$ cat config.mk
export PLATFORM = sky130hd
export DESIGN_NAME = puf_eval_controller
export DESIGN_NICKNAME = d
export VERILOG_FILES = /design/src/rtl/puf_eval_controller.sv
export SDC_FILE = /design/constraint.sdc
export NUM_CORES = 1
export LEC_CHECK = 0
export BUFFER_PORTS_ARGS = -buffer_cell sky130_fd_sc_hd__buf_2
export CORE_ASPECT_RATIO = 1.25
export CORE_MARGIN = 4
export CORE_UTILIZATION = 52
export DETAILED_ROUTE_END_ITERATION = 7
export HOLD_SLACK_MARGIN = 0.03
export PLACE_DENSITY = 0.8
export SYNTH_ARGS = -nofsm -noshare
export SYNTH_HDL_FRONTEND = slang
export SYNTH_SLANG_ARGS = --single-unit
$ cat constraint.sdc
create_clock -name clk -period 2.6 [get_ports clk]
set_clock_uncertainty 0.05 [all_clocks]
set_input_delay 0.39 -clock clk [delete_from_list [all_inputs] [get_ports clk]]
set_output_delay 0.39 -clock clk [all_outputs]
set_load 0.05 [all_outputs]
$ cat src/rtl/puf_eval_controller.sv
// ============================================================================
//  Module   : puf_eval_controller
//  Purpose  : Sequences a tristate ring-oscillator PUF datapath to produce one
//             response word. Each evaluation clears the frequency counters,
//             lets the oscillators settle, opens a fixed counting window and
//             compares the two counts. VOTES evaluations are majority-voted
//             into one response bit. An LFSR step then produces the next
//             challenge, until RESP_BITS bits are collected.
//  Ports    : clk           - system clock, rising edge
//             reset         - asynchronous, active-high
//             start         - begin a run (sampled only while idle)
//             challenge_in  - seed challenge, captured on the accepted start
//             count_a/b     - frequency counter values
//             puf_challenge - challenge presented to the PUF
//             cnt_clear     - counter clear for the datapath
//             puf_enable    - oscillator count-window enable
//             busy          - high from the accepted start until done
//             done          - one-cycle pulse; response valid from this cycle
//             response      - voted response; bit i comes from challenge i
//             tie_flag      - sticky: some evaluation saw count_a == count_b
//             sat_flag      - sticky: some sampled count was all-ones
//  Revision : 1.0  initial release
// ============================================================================
`default_nettype none
`timescale 1ns/1ps

module puf_eval_controller #(
    parameter int          N         = 32,
    parameter int          CNT_W     = 16,
    parameter int          SETTLE    = 8,
    parameter int          WINDOW    = 1024,
    parameter int          VOTES     = 5,
    parameter int          RESP_BITS = 8,
    parameter logic [N-1:0] TAP_MASK = 32'h80200003
) (
    input  logic                 clk,
    input  logic                 reset,
    input  logic                 start,
    input  logic [N-1:0]         challenge_in,
    input  logic [CNT_W-1:0]     count_a,
    input  logic [CNT_W-1:0]     count_b,
    output logic [N-1:0]         puf_challenge,
    output logic                 cnt_clear,
    output logic                 puf_enable,
    output logic                 busy,
    output logic                 done,
    output logic [RESP_BITS-1:0] response,
    output logic                 tie_flag,
    output logic                 sat_flag
);

    localparam int c_ONES_W  = $clog2(VOTES + 1);
    localparam int c_BIT_W   = (RESP_BITS > 1) ? $clog2(RESP_BITS) : 1;
    localparam int c_TMR_MAX = (SETTLE > WINDOW) ? SETTLE : WINDOW;
    localparam int c_TMR_W   = $clog2(c_TMR_MAX + 1);

    localparam logic [c_ONES_W-1:0] c_VOTE_LAST = c_ONES_W'(VOTES - 1);
    localparam logic [c_ONES_W-1:0] c_HALF      = c_ONES_W'(VOTES / 2);
    localparam logic [c_BIT_W-1:0]  c_BIT_LAST  = c_BIT_W'(RESP_BITS - 1);
    localparam logic [c_TMR_W-1:0]  c_SETTLE_T  = c_TMR_W'(SETTLE);
    localparam logic [c_TMR_W-1:0]  c_WINDOW_T  = c_TMR_W'(WINDOW);
    localparam logic [c_TMR_W-1:0]  c_TMR_ONE   = c_TMR_W'(1);

    typedef enum logic [2:0] {
        S_IDLE   = 3'd0,
        S_CLEAR  = 3'd1,
        S_SETTLE = 3'd2,
        S_COUNT  = 3'd3,
        S_GUARD  = 3'd4,
        S_SAMPLE = 3'd5,
        S_DONE   = 3'd6
    } state_t;

    state_t                 r_state;
    logic [N-1:0]           r_chal;
    logic                   r_clr;
    logic                   r_en;
    logic                   r_busy;
    logic                   r_done;
    logic [RESP_BITS-1:0]   r_resp;
    logic                   r_tie;
    logic                   r_sat;
    logic [c_ONES_W-1:0]    r_vote;
    logic [c_ONES_W-1:0]    r_ones;
    logic [c_BIT_W-1:0]     r_bit;
    logic [c_TMR_W-1:0]     r_tmr;

    logic                   w_bit;
    logic                   w_tie;
    logic                   w_sat;
    logic [c_ONES_W-1:0]    w_ones_nxt;
    logic [N-1:0]           w_lfsr_nxt;

    // Sample-cycle decision; equal counts naturally give bit 0.
    assign w_bit      = (count_a > count_b);
    assign w_tie      = (count_a == count_b);
    assign w_sat      = (count_a == {CNT_W{1'b1}}) || (count_b == {CNT_W{1'b1}});
    // Vote tally including the sample being taken this cycle.
    assign w_ones_nxt = r_ones + c_ONES_W'(w_bit);
    assign w_lfsr_nxt = {r_chal[N-2:0], ^(r_chal & TAP_MASK)};

    always_ff @(posedge clk or posedge reset) begin
        if (reset) begin
            r_state <= S_IDLE;
            r_chal  <= '0;
            r_clr   <= 1'b0;
            r_en    <= 1'b0;
            r_busy  <= 1'b0;
            r_done  <= 1'b0;
            r_resp  <= '0;
            r_tie   <= 1'b0;
            r_sat   <= 1'b0;
            r_vote  <= '0;
            r_ones  <= '0;
            r_bit   <= '0;
            r_tmr   <= '0;
        end else begin
            r_done <= 1'b0;
            case (r_state)
                S_IDLE: begin
                    if (start) begin
                        r_chal  <= challenge_in;
                        r_resp  <= '0;
                        r_tie   <= 1'b0;
                        r_sat   <= 1'b0;
                        r_vote  <= '0;
                        r_ones  <= '0;
                        r_bit   <= '0;
                        r_busy  <= 1'b1;
                        r_clr   <= 1'b1;
                        r_en    <= 1'b0;
                        r_state <= S_CLEAR;
                    end
                end
                S_CLEAR: begin
                    // Timer counts cycles spent in the next state, starting at 1.
                    r_tmr <= c_TMR_ONE;
                    if (SETTLE == 0) begin
                        r_clr   <= 1'b0;
                        r_en    <= 1'b1;
                        r_state <= S_COUNT;
                    end else begin
                        r_state <= S_SETTLE;
                    end
                end
                S_SETTLE: begin
                    if (r_tmr == c_SETTLE_T) begin
                        r_tmr   <= c_TMR_ONE;
                        r_clr   <= 1'b0;
                        r_en    <= 1'b1;
                        r_state <= S_COUNT;
                    end else begin
                        r_tmr <= r_tmr + c_TMR_ONE;
                    end
                end
                S_COUNT: begin
                    if (r_tmr == c_WINDOW_T) begin
                        r_en    <= 1'b0;
                        r_state <= S_GUARD;
                    end else begin
                        r_tmr <= r_tmr + c_TMR_ONE;
                    end
                end
                S_GUARD: begin
                    // Counters resolve; counts are not trusted yet.
                    r_state <= S_SAMPLE;
                end
                S_SAMPLE: begin
                    if (w_tie) r_tie <= 1'b1;
                    if (w_sat) r_sat <= 1'b1;
                    if (r_vote != c_VOTE_LAST) begin
                        r_vote  <= r_vote + c_ONES_W'(1);
                        r_ones  <= w_ones_nxt;
                        r_clr   <= 1'b1;
                        r_state <= S_CLEAR;
                    end else begin
                        r_resp[r_bit] <= (w_ones_nxt > c_HALF);
                        r_vote        <= '0;
                        r_ones        <= '0;
                        if (r_bit != c_BIT_LAST) begin
                            r_bit   <= r_bit + c_BIT_W'(1);
                            r_chal  <= w_lfsr_nxt;
                            r_clr   <= 1'b1;
                            r_state <= S_CLEAR;
                        end else begin
                            r_done  <= 1'b1;
                            r_busy  <= 1'b0;
                            r_state <= S_DONE;
                        end
                    end
                end
                S_DONE: begin
                    r_state <= S_IDLE;
                end
                default: begin
                    r_state <= S_IDLE;
                end
            endcase
        end
    end

    assign puf_challenge = r_chal;
    assign cnt_clear     = r_clr;
    assign puf_enable    = r_en;
    assign busy          = r_busy;
    assign done          = r_done;
    assign response      = r_resp;
    assign tie_flag      = r_tie;
    assign sat_flag      = r_sat;

endmodule

`default_nettype wire

* Word-level counts from Yosys, hierarchy flattened
Index checks and enable logic that the tools add are counted.
** Word-level totals
- Bits in registers :: 69
- Input bits :: 67
- Output and inout bits :: 46
- Logic and storage cells :: 107
** Cells by class
- Add/sub/neg operators :: 4
- $lt $le $gt $ge :: 4
- Equality and inequality tests :: 22
- Muxes and demuxes :: 46
- Reductions and logical operators :: 18
** Operators with widths (number)
- two-way mux 32 bit :: 3
- one-hot mux 32 bit (2 select lines) :: 1
- one-hot mux 11 bit (3 select lines) :: 1
- == test 16 bit (second input constant) :: 2
- parity 32 bit :: 1
- two-way mux 3 bit :: 10
- two-way mux 11 bit :: 2
- inequality test 2 bit (second input constant) :: 9
- one-hot mux 3 bit (2 select lines) :: 3
- one-hot mux 3 bit (6 select lines) :: 1
- == test 16 bit :: 1
- greater-than comparator 16 bit :: 1
- two-way mux 8 bit :: 2
- one-hot mux 8 bit (2 select lines) :: 1
- AND reduction 4 bit :: 4
- two-way mux 1 bit :: 15
- AND reduction 3 bit :: 4
- adder 11 x 1 -> 11 bit (second input constant) :: 1
- == test 11 bit (second input constant) :: 1
- == test 11 x 4 -> 1 bit (second input constant) :: 1
- inequality test 3 bit (second input constant) :: 3
- nonzero test 3 bit :: 3
- bitwise mux 8 bit :: 1
- adder 3 x 1 -> 3 bit (second input constant) :: 2
- 15 further kinds :: 21

* Logic depth before layout (Yosys ltp)
- Word-level depth :: 7
- Depth in mapped cells :: 13
- Mapped depth without buffers :: 13

* Least setup slack after synthesis
Ideal clock, no wire load.
- Path kind :: input to register
- From :: input count_b[1]
- To :: register r_resp[0] (netlist: response[0])
- Library setup time :: 96 ps
- Data arrival time :: 2546 ps
- Data required time :: 2454 ps
- Setup slack :: -92 ps
- Cell stages on the path :: 13
- Path buffers :: 0
- Cell sequence :: inv_1 > ha_1 > nor2b_1 > o211ai_1 > a21oi_1 > o31ai_1 > a21oi_1 > ha_1 > ha_1 > xor2_1 > a21oi_1 > or4_1 > o31ai_1
** On the way
- Longest elaborated chain between the ends :: 6
** Ends and longest elaborated chain
- start: declaration :: line 41 : input logic [CNT_W-1:0] count_b,
- greater-than comparator 16 bit :: line 95 : assign w_bit = (count_a > count_b);
- adder 3 x 1 -> 3 bit :: line 99 : assign w_ones_nxt = r_ones + c_ONES_W'(w_bit);
- greater-than comparator 3 x 2 -> 1 bit :: line 177 : r_resp[r_bit] <= (w_ones_nxt > c_HALF);
- bitwise mux 8 bit :: line 177
- two-way mux 8 bit :: line 171 : if (r_vote != c_VOTE_LAST) begin
- one-hot mux 8 bit (2 select lines) :: line 119 : case (r_state)
- end signal: indexed assignment :: line 177
- end: declaration :: line 80 : logic [RESP_BITS-1:0] r_resp;
No other way between the ends. The select of a mux whose other input is x is not followed.
A chain may end at the register's enable or synchronous reset.

* Worst setup path after layout
- From :: input count_b[14]
- To :: register r_resp[0] (netlist: response[0])
The elaborated chain is that of the path after synthesis.

==> run_results.csv <==
group,metric,value,unit
grt,grt_pass1_wl,16210,um
clock_network,insertion_delay,350,ps
timing,fin_crit_sh,100.7,%
yosys,synth-seq-cells,69,
clock_network,clk_pin_slew,80,ps
die,boundaryPins,113,
route,vias,3751,
yosys,synth.avg_cell_area,8.537,sq um
route,drtAntennaViolNets,0,
placement,io_buffers,112,
critical_path,required,2810,ps
yosys,synthArstFlopShare,100.0,%
die,die_h,104.4,um
critical_path,critical_path_class,"in -> reg",
route,first_pass_iters,4,
critical_path,critPathSlowestCell,"or4_4",
cells_and_area,fillers,570,
cells_and_area,finalInstanceArea,4942,sq um
critical_path,cp-start-kind,"primary input",
clock_network,ctsResizeCount,0,
grt,grt_max_degree,47,
cells_and_area,drive_gt1_share,29.83,%
cells_and_area,fin_util,69.57,%
job,maxCapViolCount,0,
run_status,violations,"negative setup slack",
clock_network,cts_tree,"yes",
critical_path,crit_path_max_fanout,4,
yosys,synth-edff-count,0,
grt,grt_pass1_vias,3658,
clock_network,post-cts-setup-buffer-count,0,
grt,grt_use_total,21.92,%
critical_path,crit_family,"simple AND/OR/NAND/NOR gates",
timing,final.setup.tns,-17.72,ps
die,die-area,8890,sq um
route,routedWlPerCell,14.39,um
clock_network,cts_buffer_depth,2,
clock_network,clock_sinks,69,
critical_path,critPathArrivalTime,2830,ps
die,die_w,85.14,um
cells_and_area,final-seq-area,1727,sq um
power_and_ir_drop,p_per_area,647.5,nW/um^2
timing,fmax,382.0,MHz
critical_path,worstPathCellList,"buf_2, inv_1, ha_1, nand4_1, nor4_2, a21oi_1, ha_2, ha_4, xor2_1, a21oi_2, or4_4, o31ai_2",
critical_path,end_kind,"flop",
clock_network,numCtsBuffers,9,
yosys,synth_top_area_cell,"dfrtp_1",
yosys,yosysSeqAreaShare,44.65,%
die,core_area,7104,sq um
yosys,syn_inst,453,
yosys,synth_area,3867,sq um
timing,slew_headroom,47.17,%
route,drt_iter0_drc,212,
yosys,syn_nets,544,
placement,dpl_cell_area,4646,sq um
grt,antenna_found_initial,0,
clock_network,root_buffer,"clkbuf_8",
clock_network,hold_buffers,0,
yosys,yosys_most_used_dff,"dfrtp_1",
yosys,ys_warn_count,0,
die,initial_utilization,54.44,%
critical_path,cpPeakStageDelay,520,ps
cells_and_area,layout.nets,666,
placement,place_congestion,0.8108,
power_and_ir_drop,leakage,2.392,nW
timing,timing.final.ws_setup,-17.72,ps
timing,setup-violations-final,1,
placement,place_hpwl,7088,um
timing,fin_crit,2618,ps
worst_hold_path,hp-class,"in -> async",
power_and_ir_drop,ir_worst_vdd,0.5141,mV
clock_network,htreeDepth,3,
cells_and_area,multiInputGateArea,2004,sq um
critical_path,path_buf_inv,2,
route,vias_per_cell,5.599,
yosys,synth.top_cell.area_share,44.65,%
run_status,outcome,"complete, but fails checks",
cells_and_area,antenna_cells,0,
timing,tightestPinTransition,772.5,ps
cells_and_area,syn_to_final_growth,27.79,%
timing,final_hold_viol_count,0,
yosys,synth.distinct_cells,44,
yosys,synth_area_leaders,"dfrtp_1 45%, ha_1 7.8%, nand2_1 7.8%",
route,drt-total-wl,9641,um
timing,rsz0062_at_grt,"true",
grt,overflow,0,
die,num_rows,34,
route,drc_errors,0,
yosys,synthMostInstantiatedCell,"nand2_1",
placement,dp_slack,-321.9,ps
yosys,synth_top_cells_by_count,"80 x nand2_1, 69 x dfrtp_1, 49 x nor2_1",
timing,final-max-slew-violation-count,0,
[final cells by class]
type                    instances  share of cell area [%]
inverters                      28                   2.177
repair buffers                135                   15.54
clock buffers                   9                   2.506
clock inverters                 7                   2.000
multi-input cells             332                   40.56
flip-flops and latches         69                   34.94
well taps                      90                   2.278
[power by group]
| part | switching, mW | internal (mW) |
|---|---|---|
| Clock | 0.424 | 0.544 |
| Sequential | 0.151 | 1.21 |
| Combinational | 0.570 | 0.300 |
| Total | 1.15 | 2.05 |
[kinds of logic after synthesis]
group                      Yosys count  synth area share [%]
adders and majority gates           24                 7.765
and+or+nand+nor                    184                 21.68
DFF                                 69                 44.65
buffers and inverters               52                 5.467
AOI/OAI and AO/OA                  118                 18.99
xor gates and xnor gates             4                0.9060
muxes                                2                0.5500
[registers in the layout, summed over array words and instances, names as in the netlist, 3 cells and up]
register / count
puf_challenge: 32
r_tmr: 11
response: 8
r_bit: 3
r_ones: 3
r_state: 3
r_vote: 3
[per-stage QoR]
stage / cells / hold WS, ps / power (mW)
final: 670 / 68.06 / 3.200
after global routing: 670 / 116.7 / 3.394
after CTS: 670 / 86.51 / 3.214
after detailed placement: 654 / 438.1 / 2.238
after global placement: 654 / 430.0 / 2.210
after floorplan: 453 / 409.5 / 1.976
[metal layers]
layer | routed length [um] | share of wire [%] | up-vias | global-route usage (%)
li1 | - | - | 1851 | -
met1 | 3954 | 41 | 1775 | 26.31
met2 | 4854 | 50 | 109 | 38.17
met3 | 633 | 6.6 | 16 | 4.754
met4 | 199 | 2.1 | 0 | 7.692
met5 | 0 | 0 | - | 0
[worst paths after layout]
kind | startpoint | to | slack (ps) | depth (start not counted)
setup / recovery | count_b[14] | response[0] | -20 | 12
hold / removal | reset | r_tmr[5] | 70 | 2
max in group asynchronous | reset | puf_challenge[25] | 1800 | 3
setup reg to reg | r_tmr[0] | r_tmr[5] | 250 | 7
hold reg to reg | sat_flag | sat_flag | 450 | 2
min in group clk | challenge_in[15] | puf_challenge[15] | 230 | 3
[worst reg2reg max path: stages (launching register included)]
cell and delay (ps):
dfrtp_1 440, inv_1 100, ha_1 140, or4b_4 500, nor4_2 390, or3_1 400
o21ai_0 150, o31ai_1 90
[placed cells by master (no fill, tap or decap), drive strengths merged, types with 2 or more instances in the layout]
| cell type | Yosys | routed |
|---|---|---|
| a31oi | 39 | 39 |
| clkbuf | 16 | 9 |
| clkinv | 0 | 3 |
| a22o | 3 | 3 |
| a21oi | 17 | 17 |
| nor4 | 5 | 5 |
| nor2 | 49 | 49 |
| ha | 24 | 24 |
| nor2b | 3 | 3 |
| dfrtp | 69 | 69 |
| nand2 | 81 | 81 |
| or4 | 4 | 4 |
| buf | 8 | 135 |
| o21ai | 37 | 37 |
| a21o | 2 | 2 |
| o31ai | 11 | 11 |
| and3 | 3 | 3 |
| bufinv | 0 | 2 |
| inv | 28 | 29 |
| o22ai | 2 | 2 |
| nand4 | 13 | 13 |
| nor3 | 3 | 3 |
| xor2 | 3 | 3 |
| nand3 | 14 | 14 |
| nand2b | 4 | 4 |
No activity file was read; power rests on OpenSTA's default activity.
